### config.mk
export PLATFORM = sky130hd
export DESIGN_NAME = lcd_write_scheduler
export DESIGN_NICKNAME = d
export VERILOG_FILES = /design/src/rtl/lcd_write_scheduler.sv
export SDC_FILE = /design/constraint.sdc
export NUM_CORES = 1
export LEC_CHECK = 0
export CAP_MARGIN = 20
export CORE_MARGIN = 2
export CORE_UTILIZATION = 49
export DETAILED_ROUTE_END_ITERATION = 6
export PLACE_DENSITY = 0.74
export SLEW_MARGIN = 20
export SYNTH_ARGS = -nofsm -noshare
export SYNTH_HDL_FRONTEND = slang
export SYNTH_SLANG_ARGS = --single-unit
### constraint.sdc
create_clock -name clk -period 2.06 [get_ports clk]
set_input_delay 0.206 -clock clk [delete_from_list [all_inputs] [get_ports clk]]
set_output_delay 0.206 -clock clk [all_outputs]
set_load 0.01 [all_outputs]
### src/rtl/lcd_write_scheduler.sv
`default_nettype none
// +----------------------------------------------------------------------------+
// | lcd_write_scheduler: arbitrates the LCD write port between CPU writes and  |
// | a hex status renderer (PC/ACC), CPU first with a renderer starvation guard.|
// | Revision: 1.0                                                              |
// +----------------------------------------------------------------------------+
module lcd_write_scheduler #(
  parameter int REFRESH_DIV  = 50000,
  parameter int STATUS_BASE  = 16,
  parameter int STARVE_LIMIT = 8
) (
  input  logic        clk,
  input  logic        resetN,
  input  logic        cpuWrite,
  input  logic [4:0]  cpuLocation,
  input  logic [7:0]  cpuData,
  output logic        cpuReady,
  input  logic        statusEnable,
  input  logic [15:0] statusPc,
  input  logic [7:0]  statusAcc,
  output logic        lcdWriteEnable,
  output logic [4:0]  lcdLocation,
  output logic [7:0]  lcdData
);

  localparam int REFRESH_W = (REFRESH_DIV > 1) ? $clog2(REFRESH_DIV) : 1;
  localparam int STARVE_W  = (STARVE_LIMIT > 0) ? $clog2(STARVE_LIMIT + 1) : 1;
  localparam logic [REFRESH_W-1:0] REFRESH_RELOAD = REFRESH_W'(REFRESH_DIV - 1);
  localparam logic [STARVE_W-1:0]  STARVE_MAX     = STARVE_W'(STARVE_LIMIT);
  localparam logic [4:0]           BASE_LOC       = 5'(STATUS_BASE);

  typedef enum logic [1:0] {
    R_IDLE = 2'd0,
    R_SNAP = 2'd1,
    R_EMIT = 2'd2
  } rstate_t;

  rstate_t               rstate_q, rstate_d;
  logic [REFRESH_W-1:0]  refresh_q, refresh_d;
  logic [STARVE_W-1:0]   starve_q, starve_d;
  logic [2:0]            idx_q, idx_d;
  logic [15:0]           last_pc_q, last_pc_d;
  logic [7:0]            last_acc_q, last_acc_d;
  logic                  last_valid_q, last_valid_d;
  logic                  hold_valid_q, hold_valid_d;
  logic [4:0]            hold_loc_q, hold_loc_d;
  logic [7:0]            hold_data_q, hold_data_d;
  logic                  cpu_ready_q, cpu_ready_d;
  logic                  lcd_we_q, lcd_we_d;
  logic [4:0]            lcd_loc_q, lcd_loc_d;
  logic [7:0]            lcd_data_q, lcd_data_d;

  logic [3:0]            digit_nib;
  logic [7:0]            digit_char;
  logic [4:0]            digit_loc;
  logic                  digit_pending;
  logic                  digit_issue;
  logic                  cpu_accept;

  // The snapshot lives in last_pc_q/last_acc_q, so the field text is stable for the whole sequence.
  always_comb begin
    case (idx_q)
      3'd0:    digit_nib = last_pc_q[15:12];
      3'd1:    digit_nib = last_pc_q[11:8];
      3'd2:    digit_nib = last_pc_q[7:4];
      3'd3:    digit_nib = last_pc_q[3:0];
      3'd5:    digit_nib = last_acc_q[7:4];
      3'd6:    digit_nib = last_acc_q[3:0];
      default: digit_nib = 4'h0;
    endcase
    if (idx_q == 3'd4)            digit_char = 8'h20;
    else if (digit_nib < 4'd10)   digit_char = {4'h3, digit_nib};
    else                          digit_char = 8'h37 + {4'h0, digit_nib};
    digit_loc = BASE_LOC + {2'b00, idx_q};
  end

  always_comb begin
    rstate_d     = rstate_q;
    refresh_d    = refresh_q;
    starve_d     = starve_q;
    idx_d        = idx_q;
    last_pc_d    = last_pc_q;
    last_acc_d   = last_acc_q;
    last_valid_d = last_valid_q;
    hold_valid_d = hold_valid_q;
    hold_loc_d   = hold_loc_q;
    hold_data_d  = hold_data_q;
    cpu_ready_d  = cpu_ready_q;
    lcd_we_d     = 1'b0;
    lcd_loc_d    = lcd_loc_q;
    lcd_data_d   = lcd_data_q;
    digit_issue  = 1'b0;
    digit_pending = (rstate_q == R_EMIT);
    cpu_accept    = cpuWrite & cpu_ready_q;

    if (hold_valid_q) begin
      lcd_we_d     = 1'b1;
      lcd_loc_d    = hold_loc_q;
      lcd_data_d   = hold_data_q;
      hold_valid_d = 1'b0;
      cpu_ready_d  = 1'b1;
    end else if (digit_pending && (starve_q == STARVE_MAX)) begin
      // Renderer takes the slot; a simultaneous CPU write is parked for one cycle.
      digit_issue = 1'b1;
      starve_d    = '0;
      if (cpu_accept) begin
        hold_valid_d = 1'b1;
        hold_loc_d   = cpuLocation;
        hold_data_d  = cpuData;
        cpu_ready_d  = 1'b0;
      end
    end else if (cpu_accept) begin
      lcd_we_d   = 1'b1;
      lcd_loc_d  = cpuLocation;
      lcd_data_d = cpuData;
      if (digit_pending) starve_d = starve_q + STARVE_W'(1);
    end else if (digit_pending) begin
      digit_issue = 1'b1;
      starve_d    = '0;
    end

    if (digit_issue) begin
      lcd_we_d   = 1'b1;
      lcd_loc_d  = digit_loc;
      lcd_data_d = digit_char;
    end

    case (rstate_q)
      R_IDLE: begin
        if (!statusEnable) begin
          refresh_d = REFRESH_RELOAD;
        end else if (refresh_q == '0) begin
          rstate_d  = R_SNAP;
          refresh_d = REFRESH_RELOAD;
        end else begin
          refresh_d = refresh_q - REFRESH_W'(1);
        end
      end
      R_SNAP: begin
        if (last_valid_q && (statusPc == last_pc_q) && (statusAcc == last_acc_q)) begin
          rstate_d = R_IDLE;
        end else begin
          last_pc_d    = statusPc;
          last_acc_d   = statusAcc;
          last_valid_d = 1'b1;
          idx_d        = 3'd0;
          rstate_d     = R_EMIT;
        end
      end
      R_EMIT: begin
        if (digit_issue) begin
          if (idx_q == 3'd6) rstate_d = R_IDLE;
          else               idx_d    = idx_q + 3'd1;
        end
      end
      default: rstate_d = R_IDLE;
    endcase
  end

  always_ff @(posedge clk) begin
    if (!resetN) begin
      rstate_q     <= R_IDLE;
      refresh_q    <= REFRESH_RELOAD;
      starve_q     <= '0;
      idx_q        <= 3'd0;
      last_pc_q    <= 16'h0000;
      last_acc_q   <= 8'h00;
      last_valid_q <= 1'b0;
      hold_valid_q <= 1'b0;
      hold_loc_q   <= 5'd0;
      hold_data_q  <= 8'h00;
      cpu_ready_q  <= 1'b1;
      lcd_we_q     <= 1'b0;
      lcd_loc_q    <= 5'd0;
      lcd_data_q   <= 8'h00;
    end else begin
      rstate_q     <= rstate_d;
      refresh_q    <= refresh_d;
      starve_q     <= starve_d;
      idx_q        <= idx_d;
      last_pc_q    <= last_pc_d;
      last_acc_q   <= last_acc_d;
      last_valid_q <= last_valid_d;
      hold_valid_q <= hold_valid_d;
      hold_loc_q   <= hold_loc_d;
      hold_data_q  <= hold_data_d;
      cpu_ready_q  <= cpu_ready_d;
      lcd_we_q     <= lcd_we_d;
      lcd_loc_q    <= lcd_loc_d;
      lcd_data_q   <= lcd_data_d;
    end
  end

  assign cpuReady       = cpu_ready_q;
  assign lcdWriteEnable = lcd_we_q;
  assign lcdLocation    = lcd_loc_q;
  assign lcdData        = lcd_data_q;

endmodule
`default_nettype wire

Word-level counts from Yosys, hierarchy flattened
Cells that the tools add are included.
Storage, ports and cells
  register bits after elaboration: 79
Operators by class
  $add $sub $neg: 5
  order comparisons: 1
  equal/unequal tests: 18
  muxes and demuxes: 35
  bitwise operators: 5
  reduce and logical (&&, ||, !) cells: 18
Operators with widths (number)
  16-bit 2-to-1 mux: 2
  8-bit 2-to-1 mux: 4
  4-bit one-hot mux with 6 select lines: 1
  5-bit 2-to-1 mux: 4
  16-bit equality test: 1
  16-bit zero test: 1
  4-bit 2-to-1 mux: 4
  16-bit by 1-bit subtractor with 16-bit output, second input constant: 1
  7-bit 2-to-1 mux: 2
  2-bit 2-to-1 mux: 5
  3-bit equality test, second input constant: 3
  3-bit 2-to-1 mux: 3
  8-bit equality test: 1
  1-bit 2-to-1 mux: 8
  2-bit != test, second input constant: 4
  2-bit AND reduction: 4
  4-bit AND reduction: 2
  6-bit by 4-bit adder with 7-bit output, first input constant: 1
  3-bit by 2-bit equality test with 1-bit output, second input constant: 2
  2-bit one-hot mux with 3 select lines: 1
  3-bit one-hot mux with 2 select lines: 1
  5-bit by 3-bit adder with 5-bit output, first input constant: 1
  4-bit by 1-bit adder with 4-bit output, second input constant: 1
  4-bit equality test, second input constant: 1
  other kinds (17): 24

Logic depth before layout (Yosys ltp)
Gate-level depths: netlist of run 1.
  word-level depth: 7
  gate-level depth with buffers: 8
  mapped depth without buffers: 7

Worst setup path after synthesis of run 1
OpenSTA, ideal clock, no wires.
  kind: register to register
  from: reg idx_q[0]
  to: reg lcd_data_q[6], in the netlist lcdData[6]
  setup time: 0.119 ns
  arrival time: 1.921 ns
  data required time: 1.941 ns
  setup slack: 0.020 ns
  cell stages (with the launch flop): 9
  buffers on the path: 1
  period minus slack after synthesis: 2.040 ns
  cell sequence: dfxtp_1 -> inv_1 -> ha_1 -> clkbuf_1 -> a22oi_1 -> a22oi_1 -> a2111oi_2 -> nor3b_1 -> o221a_2
Between the ends
  cells in the longest elaborated chain, start to end: 6
RTL lines
  from (decl): RTL line 41  | logic [2:0] idx_q, idx_d;
  from (signal assigned): RTL line 180  | idx_q <= idx_d;
  3-bit equality test (tied with other cells): RTL line 62  | case (idx_q)
  4-bit one-hot mux with 6 select lines: RTL line 62
  6-bit by 4-bit adder with 7-bit output or 4-bit < comparator (tied branches): RTL line 73, 72
  7-bit 2-to-1 mux: RTL line 72  | else if (digit_nib < 4'd10) digit_char = {4'h3, digit_nib};
  7-bit 2-to-1 mux *: RTL line 71  | if (idx_q == 3'd4) digit_char = 8'h20;
  8-bit 2-to-1 mux *: RTL line 122  | if (digit_issue) begin
  to (signal assigned): RTL line 190  | lcd_data_q <= lcd_data_d;
  to (decl): RTL line 51  | logic [7:0] lcd_data_q, lcd_data_d;
Mark *: on every way between the ends. The rest lies on a longest branch, timed or not.
A chain may end at the register's enable or synchronous reset.

Final worst setup path of run 1
  from: reg refresh_q[3]
  to: reg refresh_q[4]
Between the ends
  cells in the longest elaborated chain, start to end: 3
RTL lines
  from (decl): RTL line 39  | logic [REFRESH_W-1:0] refresh_q, refresh_d;
  from (signal assigned): RTL line 178  | refresh_q <= refresh_d;
  16-bit by 1-bit subtractor with 16-bit output or 16-bit zero test (tied branches): RTL line 136, 132
  16-bit 2-to-1 mux *: RTL line 132  | end else if (refresh_q == '0) begin
  16-bit 2-to-1 mux *: RTL line 130  | if (!statusEnable) begin
Marked as above.

==> results_dict.tcl, run 1 <==
set metrics [dict create \
    rsz0062_at_grt "false" \
    wl_mm 9.61 \
    status "finished clean" \
    initial_core_util 0.502 \
    first_pass_iters 4 \
    arrival_ns 2.19 \
    instances_no_fill 635 \
    ys_async_sr_fraction 0 \
    cts_hold_buf 0 \
    grt_pass1_wl_mm 15.5 \
    area_growth_pct 25.5 \
    fillers 700 \
    ys_warn_count 0 \
    clkTransAtPathRegs_ns 0.08 \
    htree_levels 3 \
    synth_flop_cell "dfxtp_1" \
    gr-total-overflow 0 \
    antenna_found_initial 0 \
    root_buffer "clkbuf_8" \
    drive_gt1_frac 0.134 \
    n_antenna_cell 0 \
    cap_violations 0 \
    powerDensity_nw_per_um2 593 \
    cpMaxStageDelayCell "or4_1" \
    cts_sinks 79 \
    grt_pass1_vias 3326 \
    cp_max_fo 7 \
    cts_tree "yes" \
    worstSetupEndpointType "flip-flop" \
    ys_seq_elements 79 \
    pin_count 56 \
    first_iter_violations 137 \
    power_uw 3060 \
    avgRoutedWirePerCell_um 15.1 \
    vias 3482 \
    fmax_ghz 0.514 \
    crit_chain "or4_1 -> nor2_4 -> a31oi_2 -> o31ai_4 -> buf_4 -> nor2_1" \
    startpoint "refresh_q[3]$_SDFFE_PN1P_" \
    worst_ep_required_time_ns 2.30 \
    finalCritPeriodShare 0.944 \
    fp.coreArea_um2 8180 \
    cp-start-kind "flip-flop" \
    die_x_um 95.6 \
    critical_path_class "reg2reg" \
    syn_area_um2 4110 \
    yosysSeqAreaShare 0.385 \
    drcViolationCount 0 \
    place_area_um2 4910 \
    ant_nets 0 \
    crit_path_end "refresh_q[4]$_SDFFE_PN0P_" \
    fin_skew_ns 0.0130 \
    timing.rr.start "refresh_q[3]$_SDFFE_PN1P_" \
    slew_violations 0 \
    place_congestion 0.816 \
    grt_usage 0.216 \
    dp_hpwl_mm 7.05 \
    postSynthCellCount 458 \
    viasPerCell 5.48 \
    rr_endpoint "refresh_q[4]$_SDFFE_PN0P_" \
    clock_path_buffers 2 \
    r2r_setup_slack_ns 0.12 \
    synth.distinct_cells 61 \
    setup-tns-final_ns 0 \
    ir_drop_mv 0.309 \
    die_area_um2 9130 \
    regArea_um2 1580 \
    port_buffers 55 \
    final.min_clock_period_ns 1.94 \
    worstRegToRegCells 6 \
    multi_input_area_um2 2420 \
    worst_pin_slew_ns 0.868 \
    slowest_delay_ns 0.70 \
    maxSlewHeadroom 0.417 \
    final_area_um2 5160 \
    worstHoldPathType "in2reg" \
    p_leak_uw 0.00180 \
    row_count 33 \
    clk-insertion-delay-late_ns 0.35 \
    syn-num-nets 508 \
    dpl.cell_count 617 \
    nNetsFinal 575 \
    final_hold_viol_count 0 \
    syn_area_per_cell_um2 8.97 \
    final_core_util 0.631 \
    synth_edf_count 0 \
    numCtsBuffers 9 \
    finalSetupViolations 0 \
    fp.dieH_um 95.6 \
    grt_max_degree 29 \
]
[timing repair]
item / 4_1_cts / 5_1_grt
resized for setup: 1 / 9
setup endpoints to repair: 1 / 14
pin swaps: 0 / 2
buffers inserted: 0 / 2
[critical path, delay by kind of cell, from the launching register on]
| kind | cells | cell delay (ns) |
|---|---|---|
| and+or+nand+nor | 3 | 0.93 |
| AOI/OAI and AO/OA | 2 | 0.37 |
| DFF | 1 | 0.35 |
| buffers and inverters | 1 | 0.19 |
[cell usage in the layout, fill, tap and decap left out, types with 5 or more instances in the layout]
cell type	netlist	layout
o21ai_0	19	19
clkdlybuf4s50_1	0	54
nor2b_1	18	18
clkbuf_8	0	11
inv_1	10	10
a221oi_1	5	5
and2_1	6	6
ha_1	9	5
xor2_1	5	5
dfxtp_1	79	78
nand2_1	80	80
mux2i_1	39	39
nand4_1	6	6
buf_4	2	23
xnor2_1	34	34
a22oi_1	10	6
a21oi_1	12	11
nor2_1	24	24
nand3_1	8	8
[registers in the layout (all words and copies together) (netlist names)]
signal and cells:
idx_q 3, lcdData 8, last_pc_q 16, lcdLocation 5, cpuReady 1, hold_valid_q 1
lcdWriteEnable 1, rstate_q 2, starve_q 4, hold_loc_q 5, last_valid_q 1, hold_data_q 8
last_acc_q 8, refresh_q 16
[cells in the mapped netlist (5+ instances only)]
cell      number  area (um^2)
nand2_1       80          300
dfxtp_1       79         1580
mux2i_1       39          390
xnor2_1       34          298
nor2_1        24         90.1
o21ai_0       19         95.1
clkbuf_1      18         67.6
nor2b_1       18          113
a21oi_1       12         60.1
a22oi_1       10         75.1
inv_1         10         37.5
ha_1           9          113
nand3_1        8         40.0
and2_1         6         37.5
nand4_1        6         37.5
a221oi_1       5         43.8
buf_2          5         25.0
xor2_1         5         43.8
[worst min-delay path by stage]
stage / slack [ns] / depth (start not counted) / startpoint / end
floorplan: 0.33 / 2 / statusEnable / rstate_q[0]$_SDFFE_PN0P_
global placement: 0.44 / 2 / hold_loc_q[2]$_SDFFE_PN0P_ / lcdLocation[2]$_SDFFE_PN0P_
detailed placement: 0.45 / 2 / hold_data_q[2]$_SDFFE_PN0P_ / lcdData[2]$_SDFFE_PN0P_
CTS: 0.29 / 2 / resetN / refresh_q[1]$_SDFFE_PN1P_
global route: 0.32 / 2 / resetN / refresh_q[1]$_SDFFE_PN1P_
finish: 0.31 / 2 / resetN / refresh_q[1]$_SDFFE_PN1P_
[per-layer routing]
layer | GRT usage | up-vias | wire length [um]
met3 | 0.0300 | 18 | 356
met1 | 0.277 | 1664 | 4420
met2 | 0.361 | 69 | 4630
met4 | 0.0976 | 0 | 199
met5 | 0 | - | 0
li1 | - | 1731 | -
[cell families after synthesis]
logic type,Yosys count,synth area share
compound gates,81,0.150
buf+inv,36,0.0381
simple gates,175,0.222
flops,79,0.385
mux,39,0.0950
fa+ha+maj,9,0.0274
xor+xnor,39,0.0832
[power by group]
part	total [uW]	internal, uW	switching (uW)
combinational	402	216	186
clock	1070	506	568
sequential	1580	1560	22.2
[cell type report]
class,count,area share
multi-input cells,343,0.470
flip-flops and latches,79,0.307
repair buffers,82,0.155
clock buffers,12,0.0301
well taps,105,0.0255
inverters,10,0.00728
clock inverters,4,0.00558
[metrics by stage]
stage | hold slack, ns | setup slack, ns
6_report | 0.314 | 0.116
5_1_grt | 0.320 | 0.000951
4_1_cts | 0.293 | 0.0239
3_5_place_dp | 0.453 | 0.0100
3_3_place_gp | 0.445 | 0.0136
2_1_floorplan | 0.332 | 0.0204
Note: power is estimated with default switching activity, not from simulation.
==> run 2: changes to the inputs <==
- PLACE_DENSITY: 0.74 -> unset
- PLACE_DENSITY_LB_ADDON: unset -> 0.08
==> results_dict.tcl, run 2 (synthesis gave the netlist of run 1 again) <==
set metrics [dict create \
    status "finished clean" \
    root_buffer "clkbuf_8" \
    finalSetupViolations 0 \
    die_x_um 95.6 \
    fp.dieH_um 95.6 \
    numCtsBuffers 9 \
    p_leak_uw 0.00181 \
    cp_max_fo 9 \
    fmax_ghz 0.505 \
    powerDensity_nw_per_um2 613 \
    htree_levels 3 \
    final_common_cell "nand2_1" \
    die_area_um2 9130 \
    drcViolationCount 0 \
    drive_gt1_frac 0.129 \
    grt_pass1_vias 3181 \
    worst_ep_required_time_ns 2.30 \
    largest_registers "last_pc_q x16, refresh_q x16" \
    worst_pin_slew_ns 0.711 \
    n_antenna_cell 0 \
    place_congestion 0.798 \
    pin_count 56 \
    final_cell_mix "nand2_1, dfxtp_1, clkdlybuf4s50_1, mux2i_1, xnor2_1" \
    gr-total-overflow 0 \
    avgRoutedWirePerCell_um 14.5 \
    first_pass_iters 4 \
    worstSetupEndpointType "flip-flop" \
    clkTransAtPathRegs_ns 0.08 \
    clk-insertion-delay-late_ns 0.35 \
    antenna_found_initial 0 \
    viasPerCell 5.36 \
    ir_drop_mv 0.285 \
    cts_hold_buf 0 \
    vias 3385 \
    cts_tree "yes" \
    fin_skew_ns 0.0125 \
    worstRegToRegCells 8 \
    initial_core_util 0.502 \
    hold_path_depth 2 \
    finalCritPeriodShare 0.961 \
    worstHoldPathType "in2reg" \
    grt_max_degree 39 \
    cp-start-kind "flip-flop" \
    final.min_clock_period_ns 1.98 \
    cap_violations 0 \
    ant_nets 0 \
    final_hold_viol_count 0 \
    arrival_ns 2.21 \
    wl_mm 9.15 \
    post-cts-setup-buffer-count 0 \
    port_buffers 55 \
    dp_hpwl_mm 6.90 \
    first_iter_violations 113 \
    row_count 33 \
    setup-tns-final_ns 0 \
    grt_pass1_wl_mm 14.8 \
    fp.coreArea_um2 8180 \
    maxSlewHeadroom 0.522 \
    clock_path_buffers 2 \
    grt_usage 0.207 \
    rsz0062_at_grt "false" \
    slew_violations 0 \
    area_growth_pct 25.7 \
    power_uw 3160 \
    critical_path_class "reg2reg" \
    nNetsFinal 572 \
    cts_sinks 79 \
]
## run 2: cell types whose count changed in the layout (fill, tap and decap cells not counted), moves of 2 or more
cell        delta
buf_4          -3
a22oi_2        -2
clkinvlp_4     -2
a22oi_1        +2
## run 2: per-layer routing
metal  wire [um]  global-route usage  part of all wire
met5           0                   0                 0
met4         123              0.0631             0.013
met3         351              0.0474             0.038
met2        4300               0.344              0.47
met1        4370               0.267              0.48
## run 2: worst max-delay path, cell delays in order, from the launching register on
cell       delay [ns]
dfxtp_1          0.34
inv_2            0.10
ha_2             0.30
nand2_1          0.10
a32oi_1          0.34
a2111oi_4        0.09
buf_4            0.17
o31a_1           0.27
o21a_1           0.16
## run 2: cell type report
cell class | count | area, um^2
Fill cell | 705 | 3010
Multi-Input combinational cell | 343 | 2430
Sequential cell | 79 | 1580
Timing Repair Buffer | 79 | 776
Clock buffer | 12 | 155
Tap cell | 105 | 131
Clock inverter | 4 | 52.6
Inverter | 10 | 37.5
## run 2: what timing repair did
action / in CTS / in global routing
setup endpoints to repair: 1 / 7
gates resized for setup: 1 / 10
pin swaps: 0 / 1
## run 2: path summary, 6_finish.rpt
check                         startpoint                        end  slack (ns)
max                idx_q[0]$_SDFFE_PN0P_    lcdData[5]$_SDFFE_PN0P_        0.08
min                               resetN  refresh_q[1]$_SDFFE_PN1P_        0.28
max reg2reg        idx_q[0]$_SDFFE_PN0P_    lcdData[5]$_SDFFE_PN0P_        0.08
min reg2reg  hold_data_q[2]$_SDFFE_PN0P_    lcdData[2]$_SDFFE_PN0P_        0.47
## run 2: where the power goes
part / switching [uW] / internal, uW
Combinational: 179 / 212
Clock: 561 / 632
Sequential: 20.7 / 1560
Total: 761 / 2400
## run 2: through the flow
stage               area (um^2)  utilization  setup WS, ns  std cells  hold slack (ns)
finish                     5160        0.632        0.0813        632            0.277
global placement           4910        0.600         0.102        616            0.449
floorplan                  4110            -        0.0204        458            0.332
detailed placement         4910        0.600        0.0109        616            0.459
CTS                        5120        0.626        0.0262        632            0.263
global route               5160        0.632        0.0146        632            0.276
==> patch, RTL diff (config.mk and constraints of run 1) <==
Make the reset (`resetN`) asynchronous in one clocked block.
--- a/src/rtl/lcd_write_scheduler.sv
+++ b/src/rtl/lcd_write_scheduler.sv
@@ -159,3 +159,3 @@
 
-  always_ff @(posedge clk) begin
+  always_ff @(posedge clk or negedge resetN) begin
     if (!resetN) begin
Formal check against the unedited RTL: differs if resetN is asserted again (counterexample within 4 cycles, from zero or initial values and one cycle with resetN low); with resetN held inactive, the same outputs for 10 cycles.
==> patch against run 1 <==
Non-clock buffer count up 8; sequential share of layout area up 6.8 points; setup slack worse by 0.048 ns; largest cell class unchanged; critical endpoint is now refresh_q[9]; routed wire length down 2.8%; sequential cell count unchanged; area after synthesis up 0.12%; cell area up 3.1%.
Power is not compared: it rests on default switching activity, and its combinational part moved more than twofold at a synthesized area within 25%.
==> patch: results <==
export IMPL_final_layout_size_suffix_gt1_frac=0.2681
export IMPL_synth_compound_area_frac=0.1232
export IMPL_cts_buffer_depth=2
export IMPL_post_route_util=0.6500
export IMPL_crit_family="simple AND/OR/NAND/NOR gates"
export IMPL_holdWs_ns=0.3582
export IMPL_area_dominant_class="multi-input combinational cells"
export IMPL_r2r_start="refresh_q[3]"
export IMPL_reg_top3="last_pc_q (16), refresh_q (16)"
export IMPL_ys_top_cells_by_area="dfrtp_1 42%, mux2_2 11%, xnor2_1 7.0%, dfstp_2 6.4%, nand2_1 3.1%"
export IMPL_dp_hpwl_um=6641
export IMPL_buffers=90
export IMPL_nFlopsAndLatches=79
export IMPL_synth_distinct_cells=55
export IMPL_wl_per_cell_um=16.23
export IMPL_grt_max_degree=48
export IMPL_ctsHtreeMaxLevel=3
export IMPL_fillers=654
export IMPL_r2r_cells=5
export IMPL_syn_num_nets=428
export IMPL_drt_iter0_drc=140
export IMPL_gp_congestion=0.8345
export IMPL_synth_ff_type="dfrtp_1"
export IMPL_register_area_mm2=0.001991
export IMPL_post_cts_resized=5
export IMPL_multi_input_area_share=0.3989
export IMPL_arrival_ns=2.27
export IMPL_gr_total_overflow=0
export IMPL_synthArstFlopShare=1.000
export IMPL_critPathMaxStageDelay_ns=0.63
export IMPL_vias_per_cell=5.584
export IMPL_synth_adder_area_share=0.02738
export IMPL_hp_class="in2async"
export IMPL_skew_ns=0.009241
export IMPL_synth_mux_area_frac=0.1241
export IMPL_crit_end="refresh_q[9]"
export IMPL_finish_net_count=515
export IMPL_reg2reg_setup_slack_ns=0.07
export IMPL_ys_seq_area_frac=0.4837
export IMPL_postPlaceCellArea_mm2=0.005000
export IMPL_final_clk_cell_share=0.03932
export IMPL_grtUsageTotal=0.2136
export IMPL_postCtsHoldBufs=1
export IMPL_max_slew_margin_rel=0.7067
export IMPL_synth_xor_xnor_area_share=0.07880
export IMPL_startpoint="refresh_q[3]"
export IMPL_status="complete, no violations"
export IMPL_path_max_fanout=8
export IMPL_grt_pass1_vias=3287
export IMPL_buffer_area_frac=0.1554
export IMPL_grt_pass1_wl_um=15270
export IMPL_n_clock_buffer=13
export IMPL_yosys_top_cells_count="69 x dfrtp_1, 40 x mux2_2, 34 x nand2_1, 33 x xnor2_1, 26 x nor2_1"
export IMPL_irDropWorstVdd_mv=0.4776
export IMPL_root_buffer="clkbuf_8"
export IMPL_multi_input_gates=275
patch: cell types whose count changed in the layout (fill, tap and decap cells not counted), moves of 5 or more:
cell,run 1,this run
dfstp_2,0,10
nor2b_1,18,1
buf_4,23,34
dfxtp_1,78,0
mux2_2,0,40
nand2_1,80,34
o22ai_1,0,5
mux2i_1,39,6
dfrtp_1,0,68
patch: report_power, final:
part	internal [µW]	leakage (µW)	switching (µW)
logic	1270	0.00110	1180
clock network	657	0.000109	547
registers	1910	0.000960	247
patch: metrics by stage:
step | total power (µW) | setup WS [ns] | instances
floorplan | 3417 | 0.08604 | 378
global placement | 4344 | -0.1521 | 558
detailed placement | 4414 | -0.1935 | 558
CTS | 5705 | 0.003428 | 575
global route | 6169 | -0.007873 | 575
finish | 5811 | 0.06801 | 575
patch: per-layer routing:
layer | wire [µm] | track usage
met1 | 4214 | 0.2843
met2 | 4590 | 0.3549
met3 | 419 | 0.03636
met4 | 111 | 0.07024
met5 | 0 | 0
